<file path="config.mk">
export PLATFORM = sky130hd
export DESIGN_NAME = fetch_queue
export DESIGN_NICKNAME = d
export VERILOG_FILES = /design/src/rtl/fetch_queue_pkg.sv /design/src/rtl/fetch_queue_fifo.sv /design/src/rtl/fetch_queue.sv
export SDC_FILE = /design/constraint.sdc
export NUM_CORES = 1
export LEC_CHECK = 0
export ABC_CLOCK_PERIOD_IN_PS = 19150
export CAP_MARGIN = 0
export CORE_UTILIZATION = 58
export CTS_BUF_LIST = sky130_fd_sc_hd__clkbuf_4
export DETAILED_ROUTE_END_ITERATION = 10
export GPL_ROUTABILITY_DRIVEN = 0
export GPL_TIMING_DRIVEN = 0
export PLACE_DENSITY = 0.8
export SYNTH_ARGS = -nofsm -noshare
export SYNTH_HDL_FRONTEND = slang
export SYNTH_SLANG_ARGS = --single-unit
</file>
<file path="constraint.sdc">
create_clock -name clk -period 19.15 [get_ports clk]
set_input_delay 3.83 -clock clk [delete_from_list [all_inputs] [get_ports clk]]
set_output_delay 3.83 -clock clk [all_outputs]
set_load 0.02 [all_outputs]
</file>
<file path="src/rtl/fetch_queue_pkg.sv">
// Shared fetch-path definitions: the {pc, instruction} entry at the default
// 32-bit address width and the instruction size in bytes.
package common;

  localparam int INSTR_BYTES = 4;
  localparam int PKG_XLEN    = 32;

  typedef struct packed {
    logic [PKG_XLEN-1:0] pc;
    logic [31:0]         instruction;
  } fetch_entry_type;

endpackage

</file>
<file path="src/rtl/fetch_queue_fifo.sv">
// Generic synchronous FIFO with flush and occupancy count. A push while full
// is accepted when a pop happens in the same cycle: the head is read out
// combinationally before the slot it occupied is overwritten at the edge.
module fetch_fifo #(
  parameter int  DEPTH = 4,
  parameter type T     = logic [63:0],
  localparam int AW    = $clog2(DEPTH),
  localparam int CW    = $clog2(DEPTH+1)
) (
  input  logic          clk,
  input  logic          reset,
  input  logic          push_i,
  input  T              wdata_i,
  input  logic          pop_i,
  input  logic          flush_i,
  output T              head_o,
  output logic [CW-1:0] count_o
);

  T              mem_q [DEPTH];
  logic [AW-1:0] rd_ptr_q, wr_ptr_q;
  logic [CW-1:0] count_q, count_d;
  logic          do_push, do_pop;

  assign do_pop  = pop_i && (count_q != '0);
  assign do_push = push_i && ((count_q != CW'(DEPTH)) || do_pop);
  assign head_o  = mem_q[rd_ptr_q];
  assign count_o = count_q;

  // Occupancy next state from the push/pop pair.
  always_comb begin
    count_d = count_q;
    case ({do_push, do_pop})
      2'b10:   count_d = count_q + CW'(1);
      2'b01:   count_d = count_q - CW'(1);
      default: count_d = count_q;
    endcase
  end

  // Storage and pointers; flush empties the queue but leaves contents intact.
  always_ff @(posedge clk or posedge reset) begin
    if (reset) begin
      rd_ptr_q <= '0;
      wr_ptr_q <= '0;
      count_q  <= '0;
      for (int i = 0; i < DEPTH; i++) mem_q[i] <= '0;
    end else if (flush_i) begin
      rd_ptr_q <= '0;
      wr_ptr_q <= '0;
      count_q  <= '0;
    end else begin
      if (do_push) begin
        mem_q[wr_ptr_q] <= wdata_i;
        wr_ptr_q        <= AW'(wr_ptr_q + 1'b1);
      end
      if (do_pop) rd_ptr_q <= AW'(rd_ptr_q + 1'b1);
      count_q <= count_d;
    end
  end

endmodule

</file>
<file path="src/rtl/fetch_queue.sv">
// Instruction fetch with a prefetch queue. Owns the fetch PC, issues one read
// per cycle while the queue plus the in-flight read leave room, and enqueues
// each response the cycle after issue. A redirect flushes the queue, squashes
// the response arriving that cycle and restarts fetch at the new PC.
module fetch_queue import common::*; #(
  parameter int             XLEN     = 32,
  parameter int             DEPTH    = 4,
  parameter logic [XLEN-1:0] RESET_PC = '0
) (
  input  logic                       clk,
  input  logic                       reset,
  output logic [XLEN-1:0]            imem_addr,
  output logic                       imem_req,
  input  logic [31:0]                imem_rdata,
  input  logic                       redirect,
  input  logic [XLEN-1:0]            redirect_pc,
  input  logic                       stall,
  output logic                       out_valid,
  output logic [XLEN-1:0]            out_pc,
  output logic [31:0]                out_instr,
  output logic [$clog2(DEPTH+1)-1:0] count
);

  localparam int CW = $clog2(DEPTH+1);

  typedef struct packed {
    logic [XLEN-1:0] pc;
    logic [31:0]     instruction;
  } entry_t;

  logic [XLEN-1:0] fetch_pc_q, fetch_pc_d;
  logic [XLEN-1:0] inflight_pc_q, inflight_pc_d;
  logic            inflight_q, inflight_d;
  logic            pop, push;
  logic [CW:0]     occ;
  entry_t          head, wentry;
  logic            unused_pc_lsbs;

  assign unused_pc_lsbs = ^redirect_pc[1:0];

  // Head is consumed only when decode accepts it and no redirect discards it.
  assign pop  = out_valid && !stall && !redirect;
  // The in-flight response lands this cycle unless squashed by a redirect.
  assign push = inflight_q && !redirect;

  // Slots committed after this cycle, counting the outstanding read.
  assign occ      = {1'b0, count} + (CW+1)'(inflight_q) - (CW+1)'(pop);
  assign imem_req = !reset && !redirect && (occ < (CW+1)'(DEPTH));
  assign imem_addr = fetch_pc_q;

  assign wentry.pc          = inflight_pc_q;
  assign wentry.instruction = imem_rdata;

  assign out_valid = (count != '0);
  assign out_pc    = head.pc;
  assign out_instr = head.instruction;

  // Fetch PC and in-flight tracking; redirect wins over issue.
  always_comb begin
    fetch_pc_d    = fetch_pc_q;
    inflight_pc_d = inflight_pc_q;
    inflight_d    = 1'b0;
    if (redirect) begin
      fetch_pc_d = {redirect_pc[XLEN-1:2], 2'b00};
    end else if (imem_req) begin
      inflight_d    = 1'b1;
      inflight_pc_d = fetch_pc_q;
      fetch_pc_d    = fetch_pc_q + XLEN'(INSTR_BYTES);
    end
  end

  // Fetch-side state registers.
  always_ff @(posedge clk or posedge reset) begin
    if (reset) begin
      fetch_pc_q    <= RESET_PC;
      inflight_pc_q <= '0;
      inflight_q    <= 1'b0;
    end else begin
      fetch_pc_q    <= fetch_pc_d;
      inflight_pc_q <= inflight_pc_d;
      inflight_q    <= inflight_d;
    end
  end

  fetch_fifo #(.DEPTH(DEPTH), .T(entry_t)) u_fifo (
    .clk     (clk),
    .reset   (reset),
    .push_i  (push),
    .wdata_i (wentry),
    .pop_i   (pop),
    .flush_i (redirect),
    .head_o  (head),
    .count_o (count)
  );

endmodule

</file>
==> results of run 1 <==
[cells in the final DEF, fill, tap and decap left out, types with 6 or more instances in the layout]
master	instances
sky130_fd_sc_hd__nand4_1	15
sky130_fd_sc_hd__nor2_1	20
sky130_fd_sc_hd__nor4_1	6
sky130_fd_sc_hd__mux4_2	62
sky130_fd_sc_hd__clkbuf_1	47
sky130_fd_sc_hd__a31oi_1	16
sky130_fd_sc_hd__nand3_1	15
sky130_fd_sc_hd__dfrtp_1	316
sky130_fd_sc_hd__buf_1	6
sky130_fd_sc_hd__ha_1	8
sky130_fd_sc_hd__inv_1	17
sky130_fd_sc_hd__nor3_1	6
sky130_fd_sc_hd__or4_1	9
sky130_fd_sc_hd__a311oi_1	6
sky130_fd_sc_hd__clkbuf_4	126
sky130_fd_sc_hd__clkinv_1	8
sky130_fd_sc_hd__xnor2_1	13
sky130_fd_sc_hd__o21ai_0	14
sky130_fd_sc_hd__nand2_1	31
sky130_fd_sc_hd__o31ai_1	10
sky130_fd_sc_hd__mux2_2	277
sky130_fd_sc_hd__clkdlybuf4s50_1	160
[worst paths after layout]
path / startpoint / endpoint / cells past startpoint
max in group asynchronous: reset / u_fifo.mem_q[76] / 4
worst min register to register: u_fifo.mem_q[48] / u_fifo.mem_q[48] / 1
worst min-delay path: u_fifo.mem_q[48] / u_fifo.mem_q[48] / 1
min in group asynchronous: reset / imem_addr[10] / 2
worst max register to register: u_fifo.count_o[2] / inflight_pc_q[8] / 12
worst max-delay path: redirect / imem_req / 14
[critical path: stages]
cell and delay, ns:
sky130_fd_sc_hd__clkbuf_1 0.35, sky130_fd_sc_hd__clkbuf_1 0.38, sky130_fd_sc_hd__buf_1 0.49, sky130_fd_sc_hd__nor2_1 0.13, sky130_fd_sc_hd__ha_1 0.20, sky130_fd_sc_hd__inv_1 0.05
sky130_fd_sc_hd__ha_1 0.21, sky130_fd_sc_hd__and3b_1 0.17, sky130_fd_sc_hd__buf_6 0.13, sky130_fd_sc_hd__o21a_1 0.21, sky130_fd_sc_hd__o311ai_2 0.93, sky130_fd_sc_hd__clkbuf_1 0.54
sky130_fd_sc_hd__inv_1 0.12, sky130_fd_sc_hd__clkdlybuf4s50_1 0.58
[logic make-up after synthesis]
| group | Yosys count | share of synthesized area [%] |
|---|---|---|
| mux | 342 | 31.89 |
| xor+xnor | 16 | 0.9833 |
| fa+ha+maj | 9 | 0.8428 |
| buf+inv | 81 | 2.423 |
| other cells | 1 | 0.02631 |
| simple gates | 127 | 4.793 |
| compound gates | 68 | 3.556 |
| flops | 316 | 55.48 |
[flip-flops by register name, summed over array words and instances, names as in the netlist]
register	count
imem_addr	30
inflight_pc_q	30
inflight_q	1
u_fifo.count_o	3
u_fifo.mem_q	248
u_fifo.rd_ptr_q	2
u_fifo.wr_ptr_q	2
[area by class of cell]
cell class	instances	area, µm²	share of cell area, %
sequential	316	7908	45.42
multi-input combinational	566	6011	34.52
timing repair buffer	163	1684	9.672
clock buffer	126	945.9	5.433
tap	324	405.4	2.328
buffer	63	277.8	1.595
clock inverter	14	105.1	0.6036
inverter	18	72.57	0.4168
antenna	1	2.502	0.01437
[layer usage]
layer  vias to the layer above  track usage [%]  wire [µm]
li1                       4161                -          -
met1                      4764            36.89      13670
met2                       372            41.81      15410
met3                        66            5.982       2131
met4                         0            10.11        691
met5                         -                0          0
[power by group]
group	switching (µW)	internal [µW]	leakage, µW
clock	263	324	0.000637
combinational	372	477	0.00308
sequential	140	874	0.00409
[metrics by stage]
stage          util [%]  area [µm²]  setup slack [ns]
2_1_floorplan         -       14260             1.403
3_3_place_gp      67.30       16270            -4.343
3_5_place_dp      67.66       16360             7.083
4_1_cts           72.01       17410             7.070
5_1_grt           72.02       17410             6.764
6_report          72.02       17410             6.986
==> run metrics, run 1 <==
Initial Util=58.95%; Num Clock Sinks=316; post-synthesis sequential area ratio=55.48%; post-synthesis cell type with the largest combined area=sky130_fd_sc_hd__dfrtp_1; Worst setup EP type=primary output; max-slew headroom at the worst pin=25.87%; latest clock arrival within the worst-skew pair=0.68 ns; post-synthesis sequential element count=316; top area cells in the synthesized netlist=sky130_fd_sc_hd__dfrtp_1 (55%), sky130_fd_sc_hd__mux2_2 (22%), sky130_fd_sc_hd__mux4_2 (9.8%); Detailed Route Iter0 Violations=473; total count of max-transition violations in the final report=0; FILL cells=1623; post-CTS sizing=0; count of port buffers added during placement=160; final setup skew=0.03053 ns; total power per unit cell area=140.7 mW/mm²; share of cells above drive strength 1=39.10%; Final Total Pwr=2450 µW; chip height=158.8 µm; number of vias per cell after detailed routing=5.885; Final period util=63.52%; largest net degree at the start of global routing=97; flop2flop setup slack=15.01 ns; clock transition at the register clock pins on the worst setup and hold paths after CTS=0.06 ns; setup repair after global routing missed its margin=false; average wire per cell in the routed design=20.05 µm; CTS hold repair buffers=0; Final setup violation count=0; number of hold violations in the final report=0; count of nets left with antenna violations after detail routing=0; Synth top cells by count=sky130_fd_sc_hd__dfrtp_1 (316), sky130_fd_sc_hd__mux2_2 (277), sky130_fd_sc_hd__mux4_2 (62), sky130_fd_sc_hd__clkbuf_1 (47), sky130_fd_sc_hd__nand2_1 (31); Final Net Count=1287; core area=0.02418 mm²; placed cell count=1450; worst path required time=15.32 ns; number of synthesized flops with an enable pin=0; peak supply drop=0.07938 mV; Bufs on Longest Clock Path=3; number of setup buffers added after CTS=0; CTS tree=built; total I/O pin count=169; H-tree lvl count=3; worst-path maximum fanout=10; clock buffer count from CTS=82; HPWL Detailed=21.39 mm; Max Freq=82.21 MHz; most frequent cell after synthesis=sky130_fd_sc_hd__dfrtp_1; initial antenna violation count=1; min cycle time layout=12.16 ns; final standard cell count with taps included and fillers excluded=1591; synthesized netlist cell count=960; Syn. warnings=0; via count=9363; Final TNS setup=0 ns; Unique masters post-synth=57; worst path arrival time=8.33 ns; maxcap violations=0; worst hold path type=register to register; DIE AREA=0.02520 mm²; total global-route track usage=26.75%; fraction of registers with async set/reset=100.0%; Netlist Area Pre-Place=0.01425 mm²; CP Class=input pin to primary output; Die W=158.8 µm; clock root buffer=sky130_fd_sc_hd__clkbuf_4; final worst hold slack=0.4979 ns; number of rows in the core area=57; status=finished, final reports clean; Leak Pwr=0.007804 µW; post-synthesis area per instance=14.85 µm²; overflow left after global routing=0; first-pass GRT wire length=52.78 mm; number of iterations in the first detailed-routing pass=6; Main synth FF type=sky130_fd_sc_hd__dfrtp_1; Final Routed Wirelength=31.90 mm; number of remaining DRC errors=0; Least-Margin Pin Slew=1.112 ns; area share of the leading cell type in the synthesized netlist=55.48%; vias in the first global route=9864; type of origin of the critical path=input pin; synthesis-to-finish area growth=22.17%
No activity file was read; power rests on OpenSTA's default activity.
==> run 2, diff against run 1 <==
Settings changed: ABC_CLOCK_PERIOD_IN_PS 19150 to 10100, CORE_UTILIZATION 58 to 52, PLACE_DENSITY 0.8 to 0.76.
Clock period 19.15 ns to 10.1 ns, I/O delays scaled along.
==> run 2 against run 1 <==
First-iteration DRC count up 18%. Clock power up 87%. Total power up 89%. Hold slack about the same. Register-to-register slack worse by 9.2 ns. Cell count up 1.0%. Global-route usage down 2.9 points. Routed wire length up 1.3%. Die area up 11%. Cell area about the same. Utilization down 7.4 points. Largest power group unchanged.
==> run metrics, run 2 (synthesized netlist as in run 1, its figures left out) <==
status=finished, final reports clean; register with the most flip-flops=u_fifo.mem_q; destination of the worst register-to-register timing path=imem_addr[9]; number of hold violations in the final report=0 (unchanged); worst hold path type=register to register; peak supply drop=0.1450 mV (+83%); overflow left after global routing=0 (unchanged); Detailed Route Iter0 Violations=560 (+18%); Buffers & Inverters on Critical Path=8 (unchanged); clock buffer count from CTS=85 (+3.7%); average wire per cell in the routed design=20.11 µm (+0.30%); clock root buffer=sky130_fd_sc_hd__clkbuf_4; Final setup violation count=0 (unchanged); H-tree lvl count=3 (unchanged); total I/O pin count=169 (unchanged); min cycle time layout=8.480 ns; count of port buffers added during placement=160 (unchanged); end point of the most critical hold path=u_fifo.mem_q[0]; final standard cell count with taps included and fillers excluded=1607 (+1.0%); placed cell count=1466 (+1.1%); post-CTS sizing=0 (unchanged); list of cells traversed by the critical path=clkbuf_1, clkbuf_1, buf_1, nor2_1, ha_1, inv_1, ha_1, and3b_1, buf_6, o21a_1, o311ai_2, clkbuf_1, inv_1, clkdlybuf4s50_1; via count=9387 (+0.26%); critical path depth in cells=14 (unchanged); largest net degree at the start of global routing=130 (+34%); CP Class=input pin to primary output; final setup skew=0.06729 ns (+0.03676 ns); share of cells above drive strength 1=38.69% (-0.41 points); Die W=167.6 µm (+5.5%); Num Clock Sinks=316 (unchanged); worst slack at placement=1.739 ns (-5.344 ns); Worst path top cell family by delay=buffers and inverters; final worst hold slack=0.4982 ns (+0.0002640 ns); leading cell type in the layout, fill and taps excluded=sky130_fd_sc_hd__dfrtp_1; origin of the worst min-delay path=u_fifo.mem_q[0]; setup repair after global routing missed its margin=false; beginning of the worst register-to-register path=u_fifo.count_o[2]; Cell Area, Placed=0.01636 mm² (about the same); synthesis-to-finish area growth=22.10% (about the same); latest clock arrival within the worst-skew pair=0.72 ns (+0.04 ns); flop2flop setup slack=5.79 ns (-9.22 ns); Bufs on Longest Clock Path=3 (unchanged); Worst setup EP type=primary output; Least-Margin Pin Slew=1.092 ns (-0.02040 ns); max-slew headroom at the worst pin=27.23% (+1.4 points); count of nets left with antenna violations after detail routing=0 (unchanged); number of vias per cell after detailed routing=5.841 (-0.74%); initial antenna violation count=2 (+1); Finished Cell Area=0.01740 mm² (about the same); Final Net Count=1289 (+0.16%); DIE AREA=0.02807 mm² (+11%); Worst path max stage delay=0.93 ns (about the same); Max Freq=117.9 MHz; total count of max-transition violations in the final report=0 (unchanged); CTS tree=built; first-pass GRT wire length=51.95 mm (-1.6%); number of remaining DRC errors=0 (unchanged); chip height=167.6 µm (+5.5%); max reg flops=248 (unchanged); final critical-path setup slack=1.620 ns (-5.366 ns); critical path's most frequent cell=sky130_fd_sc_hd__clkbuf_1; Final Routed Wirelength=32.32 mm (+1.3%); path depth of the worst reg2reg path=14 (+2); core area=0.02695 mm² (+11%); commonest non-fill, non-tap cells in the layout=sky130_fd_sc_hd__dfrtp_1 (316), sky130_fd_sc_hd__mux2_2 (277), sky130_fd_sc_hd__clkdlybuf4s50_1 (160); Worst Hold Depth=1 (unchanged); total global-route track usage=23.89% (-2.9 points); vias in the first global route=9696 (-1.7%); worst path arrival time=6.46 ns (-1.87 ns); clock transition at the register clock pins on the worst setup and hold paths after CTS=0.06 ns (about the same); CTS hold repair buffers=0 (unchanged); cell with the biggest individual delay on the critical path=sky130_fd_sc_hd__o311ai_2; crit path from=redirect; total power per unit cell area=265.9 mW/mm² (+89%); type of origin of the critical path=input pin; worst path required time=8.08 ns (-7.24 ns); worst-path maximum fanout=10 (unchanged); Leak Pwr=0.007768 µW (-0.47%); Initial Util=52.88% (-6.1 points); HPWL Detailed=21.43 mm (+0.19%); number of iterations in the first detailed-routing pass=5 (-1); maxcap violations=0 (unchanged); number of setup buffers added after CTS=0 (unchanged); Final period util=83.96%; number of rows in the core area=60 (+5.3%)
[run 2: cell types whose count changed in the layout (fill, tap and decap cells not counted), sizes merged]
cell and change:
diode +1, clkinv +7, inv -2, buf -1, clkinvlp +2, clkbuf -8
[run 2: cell type report]
cell class	count	area [µm²]
clock inverters	21	151.4
diodes	2	5.005
well taps	341	426.7
repair buffers	162	1657
fillers	1995	9549
multi-input cells	566	6011
flip-flops and latches	316	7908
inverters	18	80.08
plain buffers	63	277.8
clock buffers	118	885.9
[run 2: routing by layer]
metal  part of all wire (%)  up-vias  wire length, µm  track usage, %
met3                    7.2       74             2341           5.838
li1                       -     4151                -               -
met4                    2.6        2              825           10.29
met2                     47      383            15170           37.05
met1                     43     4777            13960           32.29
met5                  0.046        -               15               0
[run 2: how the worst max path moves through the flow]
stage                    end  slack, ns
floorplan           imem_req       0.82
CTS                 imem_req       1.73
global placement    imem_req      -2.58
global route        imem_req       1.38
detailed placement  imem_req       1.74
finish              imem_req       1.62
[run 2: worst reg2reg max path: stages, from the launching register on]
cell	delay, ns
sky130_fd_sc_hd__dfrtp_1	0.49
sky130_fd_sc_hd__nor3_1	0.48
sky130_fd_sc_hd__or2_2	0.24
sky130_fd_sc_hd__nor2_1	0.05
sky130_fd_sc_hd__ha_1	0.20
sky130_fd_sc_hd__inv_1	0.05
sky130_fd_sc_hd__ha_1	0.21
sky130_fd_sc_hd__and3b_1	0.17
sky130_fd_sc_hd__buf_6	0.13
sky130_fd_sc_hd__o21a_1	0.21
sky130_fd_sc_hd__o31ai_1	0.53
sky130_fd_sc_hd__clkbuf_1	0.54
sky130_fd_sc_hd__clkbuf_1	0.55
sky130_fd_sc_hd__o31ai_1	0.19
sky130_fd_sc_hd__a31oi_1	0.19
[run 2: where the power goes]
group	switching, µW	internal [µW]	leakage, µW
logic	703	903	0.00307
registers	266	1660	0.00409
clock network	511	587	0.000611
[run 2: per-stage QoR]
step	total power, µW	TNS [ns]	util [%]
6_report	4628	0	64.57
5_1_grt	4892	0	64.57
4_1_cts	4682	0	64.55
3_5_place_dp	3560	0	60.70
3_3_place_gp	3508	-11.18	60.46
2_1_floorplan	2922	0	-
==> run 3, diff against run 2 <==
Settings changed: ABC_CLOCK_PERIOD_IN_PS 10100 to 7810, CORE_UTILIZATION 52 to 58, PLACE_DENSITY 0.76 to 0.8.
Clock period 10.1 ns to 7.81 ns, I/O delays scaled along.
==> run 3 against run 2 <==
Combinational power is 29% higher. Hold slack worse by 0.00099 ns. Largest cell class unchanged. Largest power group unchanged. Total power is 30% higher. Utilization is 7.4 points higher.
==> run metrics, run 3 (synthesized netlist as in run 1, its figures left out) <==
CTS hold repair buffers=0 (unchanged); H-tree lvl count=3 (unchanged); post-CTS sizing=0 (unchanged); cell with the biggest individual delay on the critical path=sky130_fd_sc_hd__o311ai_2; list of cells traversed by the critical path=clkbuf_1, clkbuf_1, buf_1, nor2_1, ha_1, inv_1, ha_1, and3b_1, buf_6, o21a_1, o311ai_2, clkbuf_1, inv_1, clkdlybuf4s50_1; clock buffer count from CTS=82 (-3.5%); core area=0.02418 mm² (-10%); number of setup buffers added after CTS=0 (unchanged); min cycle time layout=7.501 ns; worst path required time=6.25 ns (-1.83 ns); final setup skew=0.03165 ns (-0.03564 ns); Final setup violation count=0 (unchanged); maxcap violations=0 (unchanged); count of port buffers added during placement=160 (unchanged); total global-route track usage=26.62% (+2.7 points); Final Total Pwr=6022 µW (+30%); M1 wire length=13.74 mm (-1.6%); number of vias per cell after detailed routing=5.871 (+0.51%); Final period util=96.04%; top layer used by detailed routing=met4; setup repair after global routing missed its margin=false; latest clock arrival within the worst-skew pair=0.67 ns (-0.05 ns); Cell Area, Placed=0.01632 mm² (-0.21%); commonest non-fill, non-tap cells in the layout=sky130_fd_sc_hd__dfrtp_1 (316), sky130_fd_sc_hd__mux2_2 (277), sky130_fd_sc_hd__clkdlybuf4s50_1 (160); type of origin of the critical path=input pin; Finished Cell Area=0.01739 mm² (about the same); CTS tree=built; Initial Util=58.95% (+6.1 points); HPWL Detailed=20.95 mm (-2.2%); via count=9335 (-0.55%); clock root buffer=sky130_fd_sc_hd__clkbuf_4; count of nets left with antenna violations after detail routing=0 (unchanged); average wire per cell in the routed design=19.93 µm (-0.91%); total I/O pin count=169 (unchanged); worst hold path type=register to register; Die W=158.8 µm (-5.2%); Detailed Route Iter0 Violations=622 (+11%); Final Net Count=1285 (-0.31%); FILL cells=1633 (-18%); max reg flops=248 (unchanged); CP Class=input pin to primary output; overflow left after global routing=0 (unchanged); total count of max-transition violations in the final report=0 (unchanged); number of remaining DRC errors=0 (unchanged); Final Routed Wirelength=31.69 mm (-2.0%); share of cells above drive strength 1=38.66% (about the same); Storage cell area=0.007908 mm² (unchanged); peak supply drop=0.2070 mV (+43%); largest net degree at the start of global routing=211 (+62%); DIE AREA=0.02520 mm² (-10%); critical path's most frequent cell=sky130_fd_sc_hd__clkbuf_1; routed length on met3=2.163 mm (-7.6%); synthesis-to-finish area growth=22.04% (about the same); vias in the first global route=9702 (+0.062%); register with the most flip-flops=u_fifo.mem_q; detailed route wirelength on metal2=15.09 mm (-0.58%); Max Freq=133.3 MHz; worst-path maximum fanout=10 (unchanged); Least-Margin Pin Slew=1.199 ns (+0.1076 ns); Num Clock Sinks=316 (unchanged); status=finished, final reports clean; first-pass GRT wire length=52.45 mm (+0.97%); Worst path max stage delay=0.87 ns (-0.06 ns); worst path arrival time=5.94 ns (-0.52 ns); leading cell type in the layout, fill and taps excluded=sky130_fd_sc_hd__dfrtp_1; max-slew headroom at the worst pin=20.06% (-7.2 points); Worst setup EP type=primary output; initial antenna violation count=1 (-1); chip height=158.8 µm (-5.2%); final worst hold slack=0.4972 ns (-0.0009920 ns); number of iterations in the first detailed-routing pass=5 (unchanged); total power per unit cell area=346.2 mW/mm² (+30%); area occupied by multi-input gates=0.006011 mm² (unchanged); number of hold violations in the final report=0 (unchanged); clock transition at the register clock pins on the worst setup and hold paths after CTS=0.06 ns (about the same); Leak Pwr=0.007785 µW (+0.22%); Bufs on Longest Clock Path=3 (unchanged); number of rows in the core area=57 (-5.0%)
[run 3: cell type report]
cell class / count / share of cell area [%]
Sequential cell: 316 / 45.46
Inverter: 18 / 0.5395
Tap cell: 324 / 2.331
Buffer: 63 / 1.597
Clock buffer: 122 / 5.265
Timing Repair Buffer: 161 / 9.366
Antenna cell: 1 / 0.01439
Clock inverter: 19 / 0.8704
Multi-Input combinational cell: 566 / 34.56
[run 3: path summary, 6_finish.rpt]
check	cells after the start	from	slack, ns	to
min in group asynchronous	2	reset	1.54	imem_addr[30]
hold reg to reg	1	u_fifo.mem_q[130]	0.50	u_fifo.mem_q[130]
hold / removal	1	u_fifo.mem_q[130]	0.50	u_fifo.mem_q[130]
max in group asynchronous	3	reset	4.84	u_fifo.mem_q[120]
setup / recovery	14	redirect	0.31	imem_req
setup reg to reg	14	u_fifo.count_o[2]	3.66	imem_addr[5]
[run 3: metrics by stage]
stage | util, % | instances | worst slack (ns) | setup TNS [ns]
2_1_floorplan | - | 963 | 1.714 | 0
3_3_place_gp | 67.32 | 1447 | -0.7195 | -0.7195
3_5_place_dp | 67.52 | 1448 | 0.3447 | 0
4_1_cts | 71.94 | 1589 | 0.3340 | 0
5_1_grt | 71.95 | 1590 | 0.03027 | 0
6_report | 71.95 | 1590 | 0.3093 | 0
[run 3: per-layer routing]
| layer | vias to the layer above | track usage (%) |
|---|---|---|
| li1 | 4134 | - |
| met1 | 4769 | 37.94 |
| met2 | 376 | 40.71 |
| met3 | 56 | 5.617 |
| met4 | 0 | 9.709 |
| met5 | - | 0 |
[run 3: where the power goes]
group / switching (µW) / internal (µW)
clock: 651 / 809
combinational: 908 / 1170
sequential: 346 / 2140
[run 3: worst max-delay path: cells and delay by family]
| kind | cells | cell delay [ns] |
|---|---|---|
| fa+ha+maj | 2 | 0.41 |
| simple gates | 2 | 0.30 |
| compound gates | 2 | 1.08 |
| buf+inv | 8 | 2.57 |
